File: src/rtl/axil_uart_tx.sv
// axil_uart_tx: AXI4-Lite register slave that feeds a byte TX FIFO and a UART transmitter.
//
// Register map (word index addr[7:2]); any other address answers SLVERR, has no effect
// and reads as 0:
//   0x00 TXDATA   W: push wdata[7:0] when wstrb[0]; SLVERR and byte dropped when full. R: 0
//   0x04 STATUS   R: [0] busy, [1] full, [2] empty, [15:8] FIFO level. W: ignored, OKAY
//   0x08 BAUD_DIV RW [15:0] clocks per bit minus 1
//   0x0C CTRL     RW [0] tx_en, [1] irq_en
//
// Ports:
//   ACLK, ARESETN            clock, asynchronous active-low reset
//   s_aw*/s_w*/s_b*          AXI4-Lite write address/data/response channels
//   s_ar*/s_r*               AXI4-Lite read address/data channels
//   uart_txd                 serial output, idle high, LSB first
//   irq                      level interrupt: irq_en & FIFO empty & transmitter idle
//
// Optional feature: define AXIL_UART_TX_PARITY_EN to send an even-parity bit between the
// data bits and the stop bit (11-bit frame). Default build is 8N1.
module axil_uart_tx #(
    parameter int P_ADDR_WIDTH   = 8,
    parameter int P_DATA_WIDTH   = 32,
    parameter int P_FIFO_DEPTH   = 16,
    parameter int P_BAUD_DIV_RST = 867
) (
    input  logic                      ACLK,
    input  logic                      ARESETN,
    input  logic                      s_awvalid,
    output logic                      s_awready,
    input  logic [P_ADDR_WIDTH-1:0]   s_awaddr,
    input  logic [2:0]                s_awprot,
    input  logic                      s_wvalid,
    output logic                      s_wready,
    input  logic [P_DATA_WIDTH-1:0]   s_wdata,
    input  logic [P_DATA_WIDTH/8-1:0] s_wstrb,
    output logic                      s_bvalid,
    input  logic                      s_bready,
    output logic [1:0]                s_bresp,
    input  logic                      s_arvalid,
    output logic                      s_arready,
    input  logic [P_ADDR_WIDTH-1:0]   s_araddr,
    input  logic [2:0]                s_arprot,
    output logic                      s_rvalid,
    input  logic                      s_rready,
    output logic [P_DATA_WIDTH-1:0]   s_rdata,
    output logic [1:0]                s_rresp,
    output logic                      uart_txd,
    output logic                      irq
);

    localparam int FIFO_AW = $clog2(P_FIFO_DEPTH);
    localparam int IDX_W   = P_ADDR_WIDTH - 2;
    localparam logic [IDX_W-1:0] IDX_TXDATA = IDX_W'(0);
    localparam logic [IDX_W-1:0] IDX_STATUS = IDX_W'(1);
    localparam logic [IDX_W-1:0] IDX_BAUD   = IDX_W'(2);
    localparam logic [IDX_W-1:0] IDX_CTRL   = IDX_W'(3);
    localparam logic [FIFO_AW:0] FULL_LVL   = (FIFO_AW+1)'(P_FIFO_DEPTH);
    localparam logic [1:0]       RESP_OKAY  = 2'b00;
    localparam logic [1:0]       RESP_SLV   = 2'b10;

    typedef enum logic [2:0] {
        S_IDLE   = 3'd0,
        S_START  = 3'd1,
        S_DATA   = 3'd2,
        S_PARITY = 3'd3,
        S_STOP   = 3'd4
    } tx_state_t;

    // Even parity: the bit that makes the total count of ones even.
    function automatic logic even_parity(input logic [7:0] data);
        return ^data;
    endfunction

    logic [7:0]       fifo_mem_r [P_FIFO_DEPTH];
    logic [FIFO_AW:0] wr_ptr_r, rd_ptr_r, level_s;
    logic             empty_s, full_s, push_s, pop_s;
    logic [7:0]       head_s;

    logic                    bvalid_r, rvalid_r;
    logic [1:0]              bresp_r, rresp_r;
    logic [P_DATA_WIDTH-1:0] rdata_r, rd_data_s;
    logic [15:0]             baud_div_r;
    logic [1:0]              ctrl_r;
    logic                    wr_accept_s, wr_err_s, rd_accept_s, rd_err_s;
    logic [IDX_W-1:0]        wr_idx_s, rd_idx_s;

    tx_state_t   state_r, state_n;
    logic [15:0] cnt_r, cnt_n, div_r, div_n;
    logic [2:0]  bit_r, bit_n;
    logic [7:0]  shift_r, shift_n;
    logic        txd_r, txd_n, irq_r, bit_done_s;
`ifdef AXIL_UART_TX_PARITY_EN
    logic        par_r, par_n;
`endif
    logic        unused_s;

    assign unused_s = ^{s_awprot, s_arprot, s_awaddr[1:0], s_araddr[1:0], s_wdata, s_wstrb};

    assign level_s = wr_ptr_r - rd_ptr_r;
    assign empty_s = (level_s == '0);
    assign full_s  = (level_s == FULL_LVL);
    assign head_s  = fifo_mem_r[rd_ptr_r[FIFO_AW-1:0]];

    // Both write channels handshake together, and only while no response is pending.
    assign wr_accept_s = s_awvalid & s_wvalid & ~bvalid_r;
    assign s_awready   = wr_accept_s;
    assign s_wready    = wr_accept_s;
    assign wr_idx_s    = s_awaddr[P_ADDR_WIDTH-1:2];
    assign rd_accept_s = s_arvalid & ~rvalid_r;
    assign s_arready   = rd_accept_s;
    assign rd_idx_s    = s_araddr[P_ADDR_WIDTH-1:2];

    assign s_bvalid = bvalid_r;
    assign s_bresp  = bresp_r;
    assign s_rvalid = rvalid_r;
    assign s_rresp  = rresp_r;
    assign s_rdata  = rdata_r;
    assign uart_txd = txd_r;
    assign irq      = irq_r;

    // Write decode: push request and error response for the accepted write.
    always_comb begin
        push_s   = 1'b0;
        wr_err_s = 1'b0;
        case (wr_idx_s)
            IDX_TXDATA: begin
                if (s_wstrb[0]) begin
                    // Fullness is judged before any pop in this cycle.
                    if (full_s) begin
                        wr_err_s = 1'b1;
                    end else begin
                        push_s = wr_accept_s;
                    end
                end else begin
                    push_s = 1'b0;
                end
            end
            IDX_STATUS, IDX_BAUD, IDX_CTRL: wr_err_s = 1'b0;
            default:    wr_err_s = 1'b1;
        endcase
    end

    // Read decode.
    always_comb begin
        rd_data_s = '0;
        rd_err_s  = 1'b0;
        case (rd_idx_s)
            IDX_TXDATA: rd_data_s = '0;
            IDX_STATUS: begin
                rd_data_s[15:8] = 8'(level_s);
                rd_data_s[2]    = empty_s;
                rd_data_s[1]    = full_s;
                rd_data_s[0]    = (state_r != S_IDLE);
            end
            IDX_BAUD:   rd_data_s[15:0] = baud_div_r;
            IDX_CTRL:   rd_data_s[1:0]  = ctrl_r;
            default:    rd_err_s = 1'b1;
        endcase
    end

    // AXI response registers and software-visible control registers.
    always_ff @(posedge ACLK or negedge ARESETN) begin
        if (!ARESETN) begin
            bvalid_r   <= 1'b0;
            bresp_r    <= RESP_OKAY;
            rvalid_r   <= 1'b0;
            rresp_r    <= RESP_OKAY;
            rdata_r    <= '0;
            baud_div_r <= 16'(P_BAUD_DIV_RST);
            ctrl_r     <= 2'b00;
        end else begin
            if (wr_accept_s) begin
                bvalid_r <= 1'b1;
                bresp_r  <= wr_err_s ? RESP_SLV : RESP_OKAY;
                if (wr_idx_s == IDX_BAUD) begin
                    if (s_wstrb[0]) baud_div_r[7:0]  <= s_wdata[7:0];
                    if (s_wstrb[1]) baud_div_r[15:8] <= s_wdata[15:8];
                end
                if (wr_idx_s == IDX_CTRL && s_wstrb[0]) begin
                    ctrl_r <= s_wdata[1:0];
                end
            end else if (bvalid_r && s_bready) begin
                bvalid_r <= 1'b0;
            end
            if (rd_accept_s) begin
                rvalid_r <= 1'b1;
                rresp_r  <= rd_err_s ? RESP_SLV : RESP_OKAY;
                rdata_r  <= rd_data_s;
            end else if (rvalid_r && s_rready) begin
                rvalid_r <= 1'b0;
            end
        end
    end

    // FIFO storage; contents need no reset because the pointers define validity.
    always_ff @(posedge ACLK) begin
        if (push_s) fifo_mem_r[wr_ptr_r[FIFO_AW-1:0]] <= s_wdata[7:0];
    end

    // FIFO pointers (one extra bit distinguishes full from empty).
    always_ff @(posedge ACLK or negedge ARESETN) begin
        if (!ARESETN) begin
            wr_ptr_r <= '0;
            rd_ptr_r <= '0;
        end else begin
            if (push_s) wr_ptr_r <= wr_ptr_r + (FIFO_AW+1)'(1);
            if (pop_s)  rd_ptr_r <= rd_ptr_r + (FIFO_AW+1)'(1);
        end
    end

    assign bit_done_s = (cnt_r == div_r);

    // TX next state: each bit lasts div_r+1 clocks; a frame loads straight from IDLE or STOP.
    always_comb begin
        state_n = state_r;
        cnt_n   = cnt_r;
        div_n   = div_r;
        bit_n   = bit_r;
        shift_n = shift_r;
        txd_n   = txd_r;
        pop_s   = 1'b0;
`ifdef AXIL_UART_TX_PARITY_EN
        par_n   = par_r;
`endif
        case (state_r)
            S_IDLE: begin
                txd_n = 1'b1;
                if (ctrl_r[0] && !empty_s) begin
                    pop_s   = 1'b1;
                    state_n = S_START;
                    txd_n   = 1'b0;
                    cnt_n   = 16'd0;
                    div_n   = baud_div_r;
                    shift_n = head_s;
`ifdef AXIL_UART_TX_PARITY_EN
                    par_n   = even_parity(head_s);
`endif
                end else begin
                    state_n = S_IDLE;
                end
            end
            S_START: begin
                if (bit_done_s) begin
                    state_n = S_DATA;
                    cnt_n   = 16'd0;
                    bit_n   = 3'd0;
                    txd_n   = shift_r[0];
                end else begin
                    cnt_n = cnt_r + 16'd1;
                end
            end
            S_DATA: begin
                if (bit_done_s) begin
                    cnt_n = 16'd0;
                    if (bit_r == 3'd7) begin
`ifdef AXIL_UART_TX_PARITY_EN
                        state_n = S_PARITY;
                        txd_n   = par_r;
`else
                        state_n = S_STOP;
                        txd_n   = 1'b1;
`endif
                    end else begin
                        bit_n   = bit_r + 3'd1;
                        shift_n = {1'b0, shift_r[7:1]};
                        txd_n   = shift_r[1];
                    end
                end else begin
                    cnt_n = cnt_r + 16'd1;
                end
            end
`ifdef AXIL_UART_TX_PARITY_EN
            S_PARITY: begin
                if (bit_done_s) begin
                    state_n = S_STOP;
                    cnt_n   = 16'd0;
                    txd_n   = 1'b1;
                end else begin
                    cnt_n = cnt_r + 16'd1;
                end
            end
`endif
            S_STOP: begin
                if (bit_done_s) begin
                    cnt_n = 16'd0;
                    // Chain the next frame with no idle gap when data is waiting.
                    if (ctrl_r[0] && !empty_s) begin
                        pop_s   = 1'b1;
                        state_n = S_START;
                        txd_n   = 1'b0;
                        div_n   = baud_div_r;
                        shift_n = head_s;
`ifdef AXIL_UART_TX_PARITY_EN
                        par_n   = even_parity(head_s);
`endif
                    end else begin
                        state_n = S_IDLE;
                    end
                end else begin
                    cnt_n = cnt_r + 16'd1;
                end
            end
            default: begin
                state_n = S_IDLE;
                txd_n   = 1'b1;
            end
        endcase
    end

    // TX state register; reset drives the line idle immediately, abandoning any frame.
    always_ff @(posedge ACLK or negedge ARESETN) begin
        if (!ARESETN) begin
            state_r <= S_IDLE;
            cnt_r   <= 16'd0;
            div_r   <= 16'd0;
            bit_r   <= 3'd0;
            shift_r <= 8'd0;
            txd_r   <= 1'b1;
`ifdef AXIL_UART_TX_PARITY_EN
            par_r   <= 1'b0;
`endif
        end else begin
            state_r <= state_n;
            cnt_r   <= cnt_n;
            div_r   <= div_n;
            bit_r   <= bit_n;
            shift_r <= shift_n;
            txd_r   <= txd_n;
`ifdef AXIL_UART_TX_PARITY_EN
            par_r   <= par_n;
`endif
        end
    end

    // Drain interrupt, registered for a glitch-free level.
    always_ff @(posedge ACLK or negedge ARESETN) begin
        if (!ARESETN) begin
            irq_r <= 1'b0;
        end else begin
            irq_r <= ctrl_r[1] & empty_s & (state_r == S_IDLE);
        end
    end

endmodule

File: config.mk
export PLATFORM = sky130hd
export DESIGN_NAME = axil_uart_tx
export DESIGN_NICKNAME = d
export VERILOG_FILES = /design/src/rtl/axil_uart_tx.sv
export SDC_FILE = /design/constraint.sdc
export NUM_CORES = 1
export LEC_CHECK = 0
export ABC_AREA = 1
export CORE_MARGIN = 5
export CORE_UTILIZATION = 40
export DETAILED_ROUTE_END_ITERATION = 12
export GPL_ROUTABILITY_DRIVEN = 0
export SLEW_MARGIN = 20
export SYNTH_ARGS = -nofsm -noshare
export SYNTH_HDL_FRONTEND = slang
export SYNTH_SLANG_ARGS = --single-unit
File: constraint.sdc
create_clock -name ACLK -period 3.6 [get_ports ACLK]
set_input_delay 0.54 -clock ACLK [delete_from_list [all_inputs] [get_ports ACLK]]
set_output_delay 0.54 -clock ACLK [all_outputs]
set_load 0.05 [all_outputs]
Word level (Yosys, flattened, before mapping)
Memory sizes are Yosys's and may differ from the RTL's.
Cells that the tools add are included.
{"block": "op_classes", "n_reduce_logical": 28, "n_addsub": 5, "n_eq_ne": 19, "n_mux": 49, "bitwise_logic": 7}
{"cell": "2-to-1 mux 16 bit", "n": 4}
{"cell": "one-hot mux 16 bit (2 select lines)", "n": 2}
{"cell": "2-to-1 mux 8 bit", "n": 4}
{"cell": "== test 6 x 2 -> 1 bit, second input constant", "n": 4}
{"cell": "one-hot mux 8 bit (3 select lines)", "n": 1}
{"cell": "2-to-1 mux 3 bit", "n": 7}
{"cell": "2-to-1 mux 1 bit", "n": 20}
{"cell": "adder 16 x 1 -> 16 bit, second input constant", "n": 1}
{"cell": "== test 16 bit", "n": 1}
{"cell": "one-hot mux 8 bit (2 select lines)", "n": 1}
{"cell": "AND reduction 4 bit", "n": 4}
{"cell": "!= test 2 bit, second input constant", "n": 7}
{"cell": "== test 6 x 1 -> 1 bit, second input constant", "n": 2}
{"cell": "logical NOT 6 bit", "n": 2}
{"cell": "one-hot mux 3 bit (4 select lines)", "n": 1}
{"cell": "adder 5 x 1 -> 5 bit, second input constant", "n": 2}
{"cell": "nonzero test 2 bit", "n": 5}
{"cell": "== test 3 bit, second input constant", "n": 2}
{"cell": "one-hot mux 1 bit (2 select lines)", "n": 3}
{"cell": "one-hot mux 2 bit (3 select lines)", "n": 1}
{"cell": "one-hot mux 3 bit (2 select lines)", "n": 1}
{"cell": "AND reduction 2 bit", "n": 3}
{"cell": "AND reduction 3 bit", "n": 2}
{"cell": "nonzero test 3 bit", "n": 2}
{"cell": "other kinds (16)", "n": 26}
{"block": "word_totals", "ramBits": 128, "register_bits": 98, "mem_count": 1, "output_inout_bits": 43}
{"memory": "fifo_mem_r", "words": 16, "word_bits": 8, "rd": 1, "rd_clocked_by_memory_dff": 0, "write_ports": 1, "line": "73", "source": "logic [7:0] fifo_mem_r [P_FIFO_DEPTH];"}

Depth between registers and ports, before layout
Gate-level depths: netlist (run 1).
{"block": "depth", "word_depth": 7, "depth_mapped": 15, "depth_no_buf": 15}

Worst setup path before layout (run 1)
Ideal clock, no wire load.
{"block": "synth_timing", "path_kind": "register to register", "from": "reg rd_ptr_r[1]", "to": "mem fifo_mem_r[4][0], enable pin", "path_slack_ns": 0.847, "path_buffers": 2, "path_stages_with_launch": 14, "period_less_slack_ns": 2.753, "arrival_time_ns": 2.383, "setup_ns": 0.370, "path_cell_list": "dfrtp_1 -> buf_2 -> inv_2 -> clkbuf_1 -> ha_1 -> nand3_1 -> nand2_1 -> nand2_1 -> nand2_1 -> nand2_1 -> nor2_1 -> nor2_2 -> nand2_1 -> nor2_1"}
{"block": "synth_via", "elab_chain_cells": 7}
{"element": "start: declaration", "line": "74", "source": "logic [FIFO_AW:0] wr_ptr_r, rd_ptr_r, level_s;"}
{"element": "start signal: assignment", "line": "206", "source": "if (pop_s) rd_ptr_r <= rd_ptr_r + (FIFO_AW+1)'(1);"}
{"element": "subtractor 5 bit", "line": "98", "source": "assign level_s = wr_ptr_r - rd_ptr_r;"}
{"element": "== test 5 bit", "line": "100", "source": "assign full_s = (level_s == FULL_LVL);"}
{"element": "2-to-1 mux 1 bit", "line": "128", "source": "if (full_s) begin"}
{"element": "2-to-1 mux 1 bit", "line": "126", "source": "if (s_wstrb[0]) begin"}
{"element": "2-to-1 mux 1 bit", "line": "124", "source": "case (wr_idx_s)"}
{"element": "2-to-1 mux 1 bit", "line": "196", "source": "if (push_s) fifo_mem_r[wr_ptr_r[FIFO_AW-1:0]] <= s_wdata[7:0];"}
{"element": "2-to-1 mux 1 bit (implied by the code)", "line": "196"}
{"element": "end: declaration", "line": "73"}
No other way between the ends.

Final worst setup path (run 1)
{"block": "layout_timing", "from": "reg wr_ptr_r[0]", "to": "mem fifo_mem_r[8][3], enable pin"}
{"block": "layout_via", "elab_chain_cells": 7}
{"element": "start: declaration", "line": "74"}
{"element": "start signal: assignment", "line": "205", "source": "if (push_s) wr_ptr_r <= wr_ptr_r + (FIFO_AW+1)'(1);"}
{"element": "subtractor 5 bit", "line": "98"}
{"element": "== test 5 bit", "line": "100"}
{"element": "2-to-1 mux 1 bit", "line": "128"}
{"element": "2-to-1 mux 1 bit", "line": "126"}
{"element": "2-to-1 mux 1 bit", "line": "124"}
{"element": "2-to-1 mux 1 bit", "line": "196"}
{"element": "2-to-1 mux 1 bit (implied by the code)", "line": "196"}
Parallel ways exist; a longest one is shown, timed or not.

==> results of run 1 <==
-- layout make-up --
class                           count  share of cell area [%]
Multi-Input combinational cell    799                   29.11
Timing Repair Buffer               85                   6.327
Inverter                          124                   3.736
Sequential cell                   224                   50.22
Tap cell                          335                   3.364
Clock buffer                       37                   5.885
Clock inverter                     11                   1.366
-- worst register-to-register path, delay by kind of cell (launching register included) --
kind	cells	cell delay [ns]
AND/OR/NAND/NOR	6	1.39
adder cells (fa/ha/maj)	2	0.56
flip-flops	1	0.42
XOR/XNOR	1	0.23
buffers and inverters	2	0.22
-- cells by family (layout without fill, tap and decap cells) --
logic type	Yosys count	in the layout
AO/OA/AOI/OAI	69	69
AND/OR/NAND/NOR	668	668
XOR/XNOR	25	25
multiplexers	6	6
buffers and inverters	180	257
adder cells (fa/ha/maj)	13	13
other	1	18
flip-flops	224	224
-- metal layers --
| layer | vias to the layer above | track usage (%) | share of wire, % | wire (um) |
|---|---|---|---|---|
| met5 | - | 0 | 0 | 0 |
| met4 | 0 | 3.800 | 1.8 | 442 |
| met3 | 30 | 2.074 | 5.3 | 1338 |
| met2 | 161 | 27.50 | 48 | 11950 |
| met1 | 3614 | 23.35 | 45 | 11430 |
| li1 | 3932 | - | - | - |
-- worst max path at each step --
stage                      from           endpoint  slack (ns)  depth (start not counted)
floorplan           rd_ptr_r[1]   fifo_mem_r[4][0]        0.85                         13
global placement    wr_ptr_r[0]   fifo_mem_r[8][1]        0.47                         11
detailed placement  wr_ptr_r[0]  fifo_mem_r[10][0]        0.42                         11
CTS                 wr_ptr_r[0]   fifo_mem_r[8][3]        0.37                         11
global route        wr_ptr_r[0]  fifo_mem_r[10][0]        0.04                         11
finish              wr_ptr_r[0]   fifo_mem_r[8][3]        0.40                         11
-- power groups by stage --
stage | clock network [mW] | logic, mW | registers (mW)
floorplan | 0 | 1.17 | 3.14
global placement | 0 | 1.64 | 3.11
detailed placement | 0 | 1.67 | 3.11
CTS | 2.82 | 1.68 | 3.06
global route | 2.94 | 1.89 | 3.09
finish | 2.75 | 1.66 | 3.06
-- cells in the final DEF (no fill, tap or decap), types with 3 or more instances in the layout --
cell type	instances
clkinv_1	5
a21oi_1	20
edfxtp_1	128
clkbuf_16	27
nand2_2	6
nand3_1	105
o31ai_1	8
dfrtp_1	88
inv_1	115
mux2_2	6
dfstp_2	7
nand3_2	3
nor2_1	105
o21ai_1	3
ha_1	12
nor3_1	10
bufinv_16	4
xor2_1	25
clkinv_2	3
nand4_1	11
conb_1	18
o21ai_0	31
nand2_1	425
inv_2	5
clkbuf_1	8
clkdlybuf4s50_1	60
buf_4	25
-- sequential cells by signal (all words and copies together) (netlist names) --
name,flops
baud_div_r,16
bit_r,3
cnt_r,16
ctrl_r,2
div_r,16
fifo_mem_r,128
irq,1
rd_ptr_r,5
s_bresp,1
s_bvalid,1
s_rdata,16
s_rresp,1
s_rvalid,1
shift_r,8
state_r,3
uart_txd,1
wr_ptr_r,5
-- stage by stage --
step / hold WS [ns] / cells / utilization, %
2_1_floorplan: 0.2444 / 1203 / -
3_3_place_gp: 0.4540 / 1567 / 44.34
3_5_place_dp: 0.4591 / 1567 / 44.34
4_1_cts: 0.09471 / 1615 / 47.81
5_1_grt: 0.1374 / 1615 / 47.81
6_report: 0.08133 / 1615 / 47.81
==> metrics.txt, run 1 <==
period utilisation layout=88.90%; pre-CTS setup slack=0.4221 ns; Max-cap violations=0; DP HPWL=16640 um; Setup CP Type=flop to flop; io pins=108; area grow syn2layout=17.45%; CP Capture Type=flop; vias per cell=4.791; mapped cell area=0.01061 sq mm; vias in the first global route=7389; Ant. Diodes=0; worst r2r dst=fifo_mem_r[8][3]; pin count of the biggest net entering global routing=69; worst r2r src=wr_ptr_r[0]; Initial DRT Pass Iterations=5; final hold violations=0; list of most frequent post-synthesis cells=nand2_1, edfxtp_1, inv_1; Die Ht=172.8 um; TritonCTS buffer count=26; first-pass GRT wire length=40540 um; Total Routing Usage GR=16.54%; Post-Synthesis Cells=1186; Final Instance Area=0.01246 sq mm; Cell Int Power=5.142 mW; XOR/XNOR Fraction of Synth Area=2.064%; CTS tree=done; mux contribution to synthesized area=0.6369%; remaining antenna violation count=0; DR WL/cell=15.58 um; fin worst setup slack=0.3994 ns; Crit path max-delay family=simple AND/OR/NAND/NOR gates; Compound-Gate Fraction of Synth Area=3.598%; fillcell total=2461; Critical Path AT=3.34 ns; CP peak stage delay=0.59 ns; Clk pin slew, worst setup/hold paths=0.06 ns; Resize count post-CTS=0; yosys warns=0; I/O Buffers=61; Final Max Slew Viols=0; fraction of layout cells with a size suffix above 1=7.422%; Initial Util=40.71%; Tmin final=3.201 ns; Psw=2.326 mW; cell with the most instances after synthesis=nand2_1; row cnt=59; R2R setup slack=0.40 ns; switching share of power=31.15%; CTS root buf=clkbuf_16; Bufs and invs on worst path=2; cells on worst reg2reg path=11; Worst-Margin Slew=0.8889 ns; core area=0.02606 sq mm; RSZ-0062 raised after global routing=no; Post-Route WL=25160 um; status=complete, no violations; Clock Power Share=36.8%; largest area contributor in the netlist=edfxtp_1; hold_buf cts=0; worst IR drop on VDD=0.0004034 V; final setup fails=0; DR iter-0 viols=667; Worst Setup Start Kind=flop; via count=7737; Post-Synth Adder-Cell Area=1.604%; Reg area=0.006256 sq mm; Die ar.=0.02988 sq mm; Avg Inst Size Synth=8.944 sq um; leakage power=5.619 nW; Crit path top cell by count=nor2_1; Power Density=599.5 mW/mm^2; Post-Synth Simple-Gate Area=25.64%; sequential fraction of the synthesis area=58.96%; dominant synthesized flop cell=edfxtp_1; final clock skew=0.03786 ns; fmax=0.3124 GHz; TNS Setup=0 ns; Async SR Flop Fraction=42.86%; CP required=3.74 ns; Slowest cell on crit path=nor2_1; largest family of logic cells by synthesized area=simple AND/OR/NAND/NOR gates; Yosys reg bits=224; Multi-input gate area=0.003626 sq mm; Worst-Skew Late Latency=0.55 ns; DP Area=0.01155 sq mm; antenna violations before repair=0; Area contributors post-synth=edfxtp_1, dfrtp_1, nand2_1, nand3_1, inv_1; Slew Limit Headroom=40.55%; HP Class=primary input to async pin; Worst Path Max Fanout=9; depth of the CTS H-tree=1; Total Power=7.468 mW; area share of the largest cell type after synthesis=36.23%; Clock Tree Buf Depth=3; Die W=172.8 um; total global routing overflow=0; post-CTS setup buffers=0; count of cell types in the netlist=35; number of enable flip-flop cells after synthesis=128; Net count, final=1338; crit path cell chain=inv_1 -> ha_1 -> inv_1 -> fa_1 -> xor2_1 -> nor2_1 -> nand2_1 -> nor2_1 -> nor2_2 -> nand2_1 -> nor2_1; residual DRC count=0; Reg power frac=41.0%; combinational share of power=22.2%; Clock Sinks=224
(Power assumes the default switching activity.)
==> inputs of run 2 (changes only) <==
--- a/config.mk
+++ b/config.mk
@@ -8,8 +8,10 @@
 export ABC_AREA = 1
 export CORE_MARGIN = 5
 export CORE_UTILIZATION = 40
+export CTS_CLUSTER_DIAMETER = 60
 export DETAILED_ROUTE_END_ITERATION = 12
 export GPL_ROUTABILITY_DRIVEN = 0
+export PLACE_DENSITY = 0.67
 export SLEW_MARGIN = 20
 export SYNTH_ARGS = -nofsm -noshare
 export SYNTH_HDL_FRONTEND = slang
==> metrics.txt, run 2 (synthesis results as in run 1) <==
CP startpoint=rd_ptr_r[2]; Ant. Diodes=0 (unchanged); Slew Limit Headroom=38.28% (-2.3 points); leakage power=5.569 nW (-0.90%); core area=0.02606 sq mm (unchanged); Post-Route WL=24750 um (-1.6%); final hold violations=0 (unchanged); HP Class=primary input to async pin; pre-CTS setup slack=0.4066 ns (-0.01556 ns); Reg area=0.006256 sq mm (unchanged); remaining antenna violation count=0 (unchanged); Clock Power Share=34.9% (-1.9 points); DR iter-0 viols=538 (-19%); via count=7945 (+2.7%); Max-cap violations=0 (unchanged); io pins=108 (unchanged); Setup CP Type=flop to flop; Resize count post-CTS=0 (unchanged); Die Ht=172.8 um (unchanged); hold_buf cts=0 (unchanged); Multi-input gate area=0.003626 sq mm (unchanged); fin worst setup slack=0.4063 ns (+0.006898 ns); Clk pin slew, worst setup/hold paths=0.06 ns (about the same); final clock skew=0.01272 ns (-0.02514 ns); CP required=3.74 ns (about the same); Critical Path AT=3.33 ns (about the same); total global routing overflow=0 (unchanged); Die W=172.8 um (unchanged); period utilisation layout=88.71% (-0.19 points); Initial DRT Pass Iterations=5 (unchanged); post-CTS setup buffers=0 (unchanged); first-pass GRT wire length=40120 um (-1.0%); antenna violations before repair=0 (unchanged); Total Routing Usage GR=16.14% (-0.40 points); status=complete, no violations; DP HPWL=16500 um (-0.84%); Clock Tree Buf Depth=3 (unchanged); Die ar.=0.02988 sq mm (unchanged); Cell Int Power=4.974 mW (-3.3%); I/O Buffers=61 (unchanged); most frequent cells in the layout=nand2_1, edfxtp_1, inv_1, nand3_1, nor2_1; Worst Path Max Fanout=9 (unchanged); Clock Sinks=224 (unchanged); R2R setup slack=0.41 ns (about the same); CTS tree=done; TNS Setup=0 ns (unchanged); CP Capture Type=flop; DR WL/cell=15.39 um (-1.2%); commonest non-fill, non-tap cell in the layout=nand2_1; Net count, final=1333 (-0.37%); row cnt=59 (unchanged); CTS root buf=clkbuf_16; fillcell total=2434 (-1.1%); Psw=2.313 mW (-0.59%); area grow syn2layout=16.39%; Largest register FFs=128 (unchanged); combinational share of power=23.0% (+0.8 points); final setup fails=0 (unchanged); Final Max Slew Viols=0 (unchanged); depth of the CTS H-tree=1 (unchanged); Power Density=590.2 mW/mm^2 (-1.5%); fmax=0.3131 GHz (+0.22%); worst IR drop on VDD=0.0003540 V (-12%); TritonCTS buffer count=25 (-3.8%); switching share of power=31.74% (+0.59 points); RSZ-0062 raised after global routing=no; Worst-Skew Late Latency=0.51 ns (-0.04 ns); vias per cell=4.941 (+3.1%); Initial Util=40.71% (unchanged); Reg power frac=42.1% (+1.1 points); fraction of layout cells with a size suffix above 1=6.991% (-0.43 points); pin count of the biggest net entering global routing=69 (unchanged); Tmin final=3.194 ns (-0.006898 ns); residual DRC count=0 (unchanged); worst r2r src=rd_ptr_r[2]; Worst-Margin Slew=0.9230 ns (+0.03406 ns); vias in the first global route=7741 (+4.8%); Worst Setup Start Kind=flop
## run 2: cell types whose count changed in the layout (fill, tap and decap cells not counted), moves of 2 or more
cell,delta
buf_4,-4
clkbuf_1,-4
clkbuf_16,-2
clkinv_1,+3
clkinvlp_4,-2
## run 2: worst paths after layout
kind / end / cells after the start
min: cnt_r[12] / 1
max in group asynchronous: uart_txd / 2
min in group ACLK: uart_txd / 2
max reg2reg: fifo_mem_r[5][1] / 11
min reg2reg: uart_txd / 2
max: fifo_mem_r[5][1] / 11
## run 2: critical path: stages (launching register included)
cell	delay, ns
dfrtp_1	0.35
clkinv_1	0.30
ha_1	0.45
a21oi_1	0.20
nand2_1	0.07
nand2_1	0.08
nand2_1	0.09
nand2_1	0.09
nor2_1	0.07
nor2_2	0.29
nand2_1	0.22
nor2_1	0.59
## run 2: cell type report
cell class,count,share of cell area [%]
inverters,124,3.770
multi-input cells,799,29.37
flip-flops and latches,224,50.67
clock buffers,31,5.411
clock inverters,14,1.246
well taps,335,3.395
repair buffers,81,6.141
## run 2: per-layer routing
layer	GRT usage (%)	vias up	part of all wire, %
met4	4.029	0	1.8
met2	27.68	229	49
met3	2.489	36	6.0
met5	0	-	0
li1	-	3911	-
met1	21.61	3769	43
## run 2: power by group through the flow
stage	Clock (mW)	Sequential [mW]	Combinational, mW
floorplan	0	3.14	1.17
global placement	0	3.11	1.64
detailed placement	0	3.11	1.67
CTS	2.58	3.07	1.67
global route	2.70	3.09	1.91
finish	2.54	3.07	1.68
## run 2: per-stage QoR
stage	hold WS, ns	utilization (%)	instance area (sq um)	power (mW)	std cells
after global routing	0.1226	47.38	12350	7.693	1608
after CTS	0.07961	47.38	12350	7.325	1608
after floorplan	0.2444	-	10670	4.312	1203
final	0.07025	47.38	12350	7.287	1608
after detailed placement	0.4617	44.23	11520	4.778	1563
after global placement	0.4548	44.23	11520	4.742	1563
==> inputs of run 3 (changes only) <==
--- a/config.mk
+++ b/config.mk
@@ -12,6 +12,7 @@
 export DETAILED_ROUTE_END_ITERATION = 12
 export GPL_ROUTABILITY_DRIVEN = 0
 export PLACE_DENSITY = 0.67
+export SKIP_CTS_REPAIR_TIMING = 1
 export SLEW_MARGIN = 20
 export SYNTH_ARGS = -nofsm -noshare
 export SYNTH_HDL_FRONTEND = slang
==> constraint.sdc (replaced) <==
create_clock -name ACLK -period 3.6 [get_ports ACLK]
set_input_delay 0.9 -clock ACLK [delete_from_list [all_inputs] [get_ports ACLK]]
set_output_delay 0.9 -clock ACLK [all_outputs]
set_load 0.05 [all_outputs]
==> metrics.txt, run 3 (synthesis results as in run 1) <==
core area=0.02606 sq mm (unchanged); Cell Int Power=4.861 mW (-2.3%); Worst Setup Start Kind=flop; Crit path top cell by count=nand2_1; cells on worst reg2reg path=12 (+1); CP startpoint=rd_ptr_r[3]; final clock skew=0.01442 ns (+0.001704 ns); Slew Limit Headroom=41.88% (+3.6 points); total global routing overflow=0 (unchanged); Worst-Margin Slew=0.8691 ns (-0.05391 ns); DR WL/cell=15.04 um (-2.3%); remaining antenna violation count=0 (unchanged); DR iter-0 viols=486 (-9.7%); io pins=108 (unchanged); Worst-Skew Late Latency=0.52 ns (about the same); Final Instance Area=0.01237 sq mm (+0.21%); CP required=4.00 ns (+0.26 ns); Initial DRT Pass Iterations=5 (unchanged); via count=7911 (-0.43%); Slowest cell on crit path=dfrtp_1; Total Routing Usage GR=15.93% (-0.21 points); Ant. Diodes=0 (unchanged); Critical Path AT=3.33 ns (about the same); vias per cell=4.901 (-0.80%); Initial Util=40.71% (unchanged); crit path cell chain=inv_1 -> ha_1 -> a21oi_1 -> nand2_1 -> nand2_1 -> nand2_1 -> nand3_2 -> nand3_1 -> inv_2 -> nand2_2 -> nand2_1 -> nand2_1; fraction of layout cells with a size suffix above 1=7.662% (+0.67 points); DP HPWL=16220 um (-1.7%); pin count of the biggest net entering global routing=73 (+5.8%); period utilisation layout=81.43% (-7.3 points); Clock Tree Buf Depth=3 (unchanged); Largest register FFs=128 (unchanged); Final Max Slew Viols=0 (unchanged); commonest non-fill, non-tap cell in the layout=nand2_1; Clk pin slew, worst setup/hold paths=0.06 ns (about the same); Clock Power Share=33.9% (-1.0 points); status=complete, no violations; Tmin final=2.931 ns (-0.2623 ns); CTS root buf=clkbuf_16; most frequent cells in the layout=nand2_1, edfxtp_1, inv_1, nand3_1, nor2_1; final hold violations=0 (unchanged); Psw=2.302 mW (-0.47%); switching share of power=32.14% (+0.40 points); final setup fails=0 (unchanged); Worst Path Max Fanout=22 (+13); Net count, final=1338 (+0.38%); R2R setup slack=0.67 ns (+0.26 ns); Die W=172.8 um (unchanged); worst r2r dst=div_r[6]; fillcell total=2451 (+0.70%); CTS tree=done; HP Class=primary input to async pin; vias in the first global route=7595 (-1.9%); Power Density=578.9 mW/mm^2 (-1.9%); residual DRC count=0 (unchanged); CP Capture Type=flop; RSZ-0062 raised after global routing=no; Clock Sinks=224 (unchanged); Setup CP Type=flop to flop; DP Area=0.01158 sq mm (+0.48%); TritonCTS buffer count=25 (unchanged); first-pass GRT wire length=39810 um (-0.77%); worst r2r src=rd_ptr_r[3]; combinational share of power=23.3% (+0.3 points); Max-cap violations=0 (unchanged); I/O Buffers=61 (unchanged); leakage power=5.600 nW (+0.56%); Die Ht=172.8 um (unchanged); fmax=0.3411 GHz (+8.9%); depth of the CTS H-tree=1 (unchanged); antenna violations before repair=0 (unchanged); worst IR drop on VDD=0.0003542 V (about the same); Crit path max-delay family=simple AND/OR/NAND/NOR gates; TNS Setup=0 ns (unchanged); area grow syn2layout=16.64%; Reg power frac=42.8% (+0.7 points); CP peak stage delay=0.39 ns (-0.20 ns); row cnt=59 (unchanged); Bufs and invs on worst path=2 (+1); Die ar.=0.02988 sq mm (unchanged); Post-Route WL=24270 um (-1.9%)
[run 3: cell types whose count changed in the layout (fill, tap and decap cells not counted), sizes merged]
cell and delta:
buf +8, clkdlybuf4s50 -3, bufinv -2, clkbuf +1, clkinv +1, inv +1
[run 3: cell type report]
type / count / area [sq um] / area share (%)
multi-input cells: 799 / 3626 / 29.31
inverters: 124 / 465.4 / 3.762
flip-flops and latches: 224 / 6256 / 50.56
repair buffers: 86 / 813.3 / 6.573
clock inverters: 14 / 110.1 / 0.8899
well taps: 335 / 419.2 / 3.388
clock buffers: 32 / 683.2 / 5.521
[run 3: per-layer routing]
metal / GRT usage [%] / wire length (um) / vias up
met3: 2.358 / 1219 / 37
li1: - / - / 3928
met1: 22.09 / 10870 / 3748
met4: 4.946 / 564 / 0
met5: 0 / 0 / -
met2: 26.04 / 11620 / 198
[run 3: metrics by stage]
step | instances | power [mW] | utilization (%) | hold WS (ns) | worst slack [ns]
2_1_floorplan | 1203 | 4.312 | - | 0.4422 | 0.8056
3_3_place_gp | 1568 | 4.749 | 44.44 | 0.4564 | 0.5237
3_5_place_dp | 1568 | 4.781 | 44.44 | 0.4668 | 0.5097
4_1_cts | 1614 | 7.226 | 47.48 | 0.2841 | 0.6492
5_1_grt | 1614 | 7.584 | 47.48 | 0.2987 | 0.3558
6_report | 1614 | 7.162 | 47.48 | 0.2896 | 0.6686
[run 3: worst max-delay path by stage]
| stage | endpoint | slack, ns | cells after the start |
|---|---|---|---|
| after floorplan | fifo_mem_r[4][0] | 0.81 | 8 |
| after global placement | fifo_mem_r[12][2] | 0.52 | 10 |
| after detailed placement | fifo_mem_r[12][4] | 0.51 | 10 |
| after CTS | div_r[6] | 0.65 | 12 |
| after global routing | div_r[6] | 0.36 | 12 |
| final | div_r[6] | 0.67 | 12 |
[run 3: power groups by stage]
| stage | clock (mW) | sequential (mW) | combinational (mW) |
|---|---|---|---|
| final | 2.43 | 3.06 | 1.67 |
| after global routing | 2.60 | 3.09 | 1.90 |
| after CTS | 2.48 | 3.06 | 1.68 |
| after detailed placement | 0 | 3.11 | 1.67 |
| after global placement | 0 | 3.11 | 1.64 |
| after floorplan | 0 | 3.14 | 1.17 |
[run 3: worst reg2reg max path: stages, from the launching register on]
cell and delay [ns]:
dfrtp_1 0.39, inv_1 0.35, ha_1 0.37, a21oi_1 0.21
nand2_1 0.07, nand2_1 0.08, nand2_1 0.11, nand3_2 0.19
nand3_1 0.15, inv_2 0.33, nand2_2 0.35, nand2_1 0.17
nand2_1 0.06
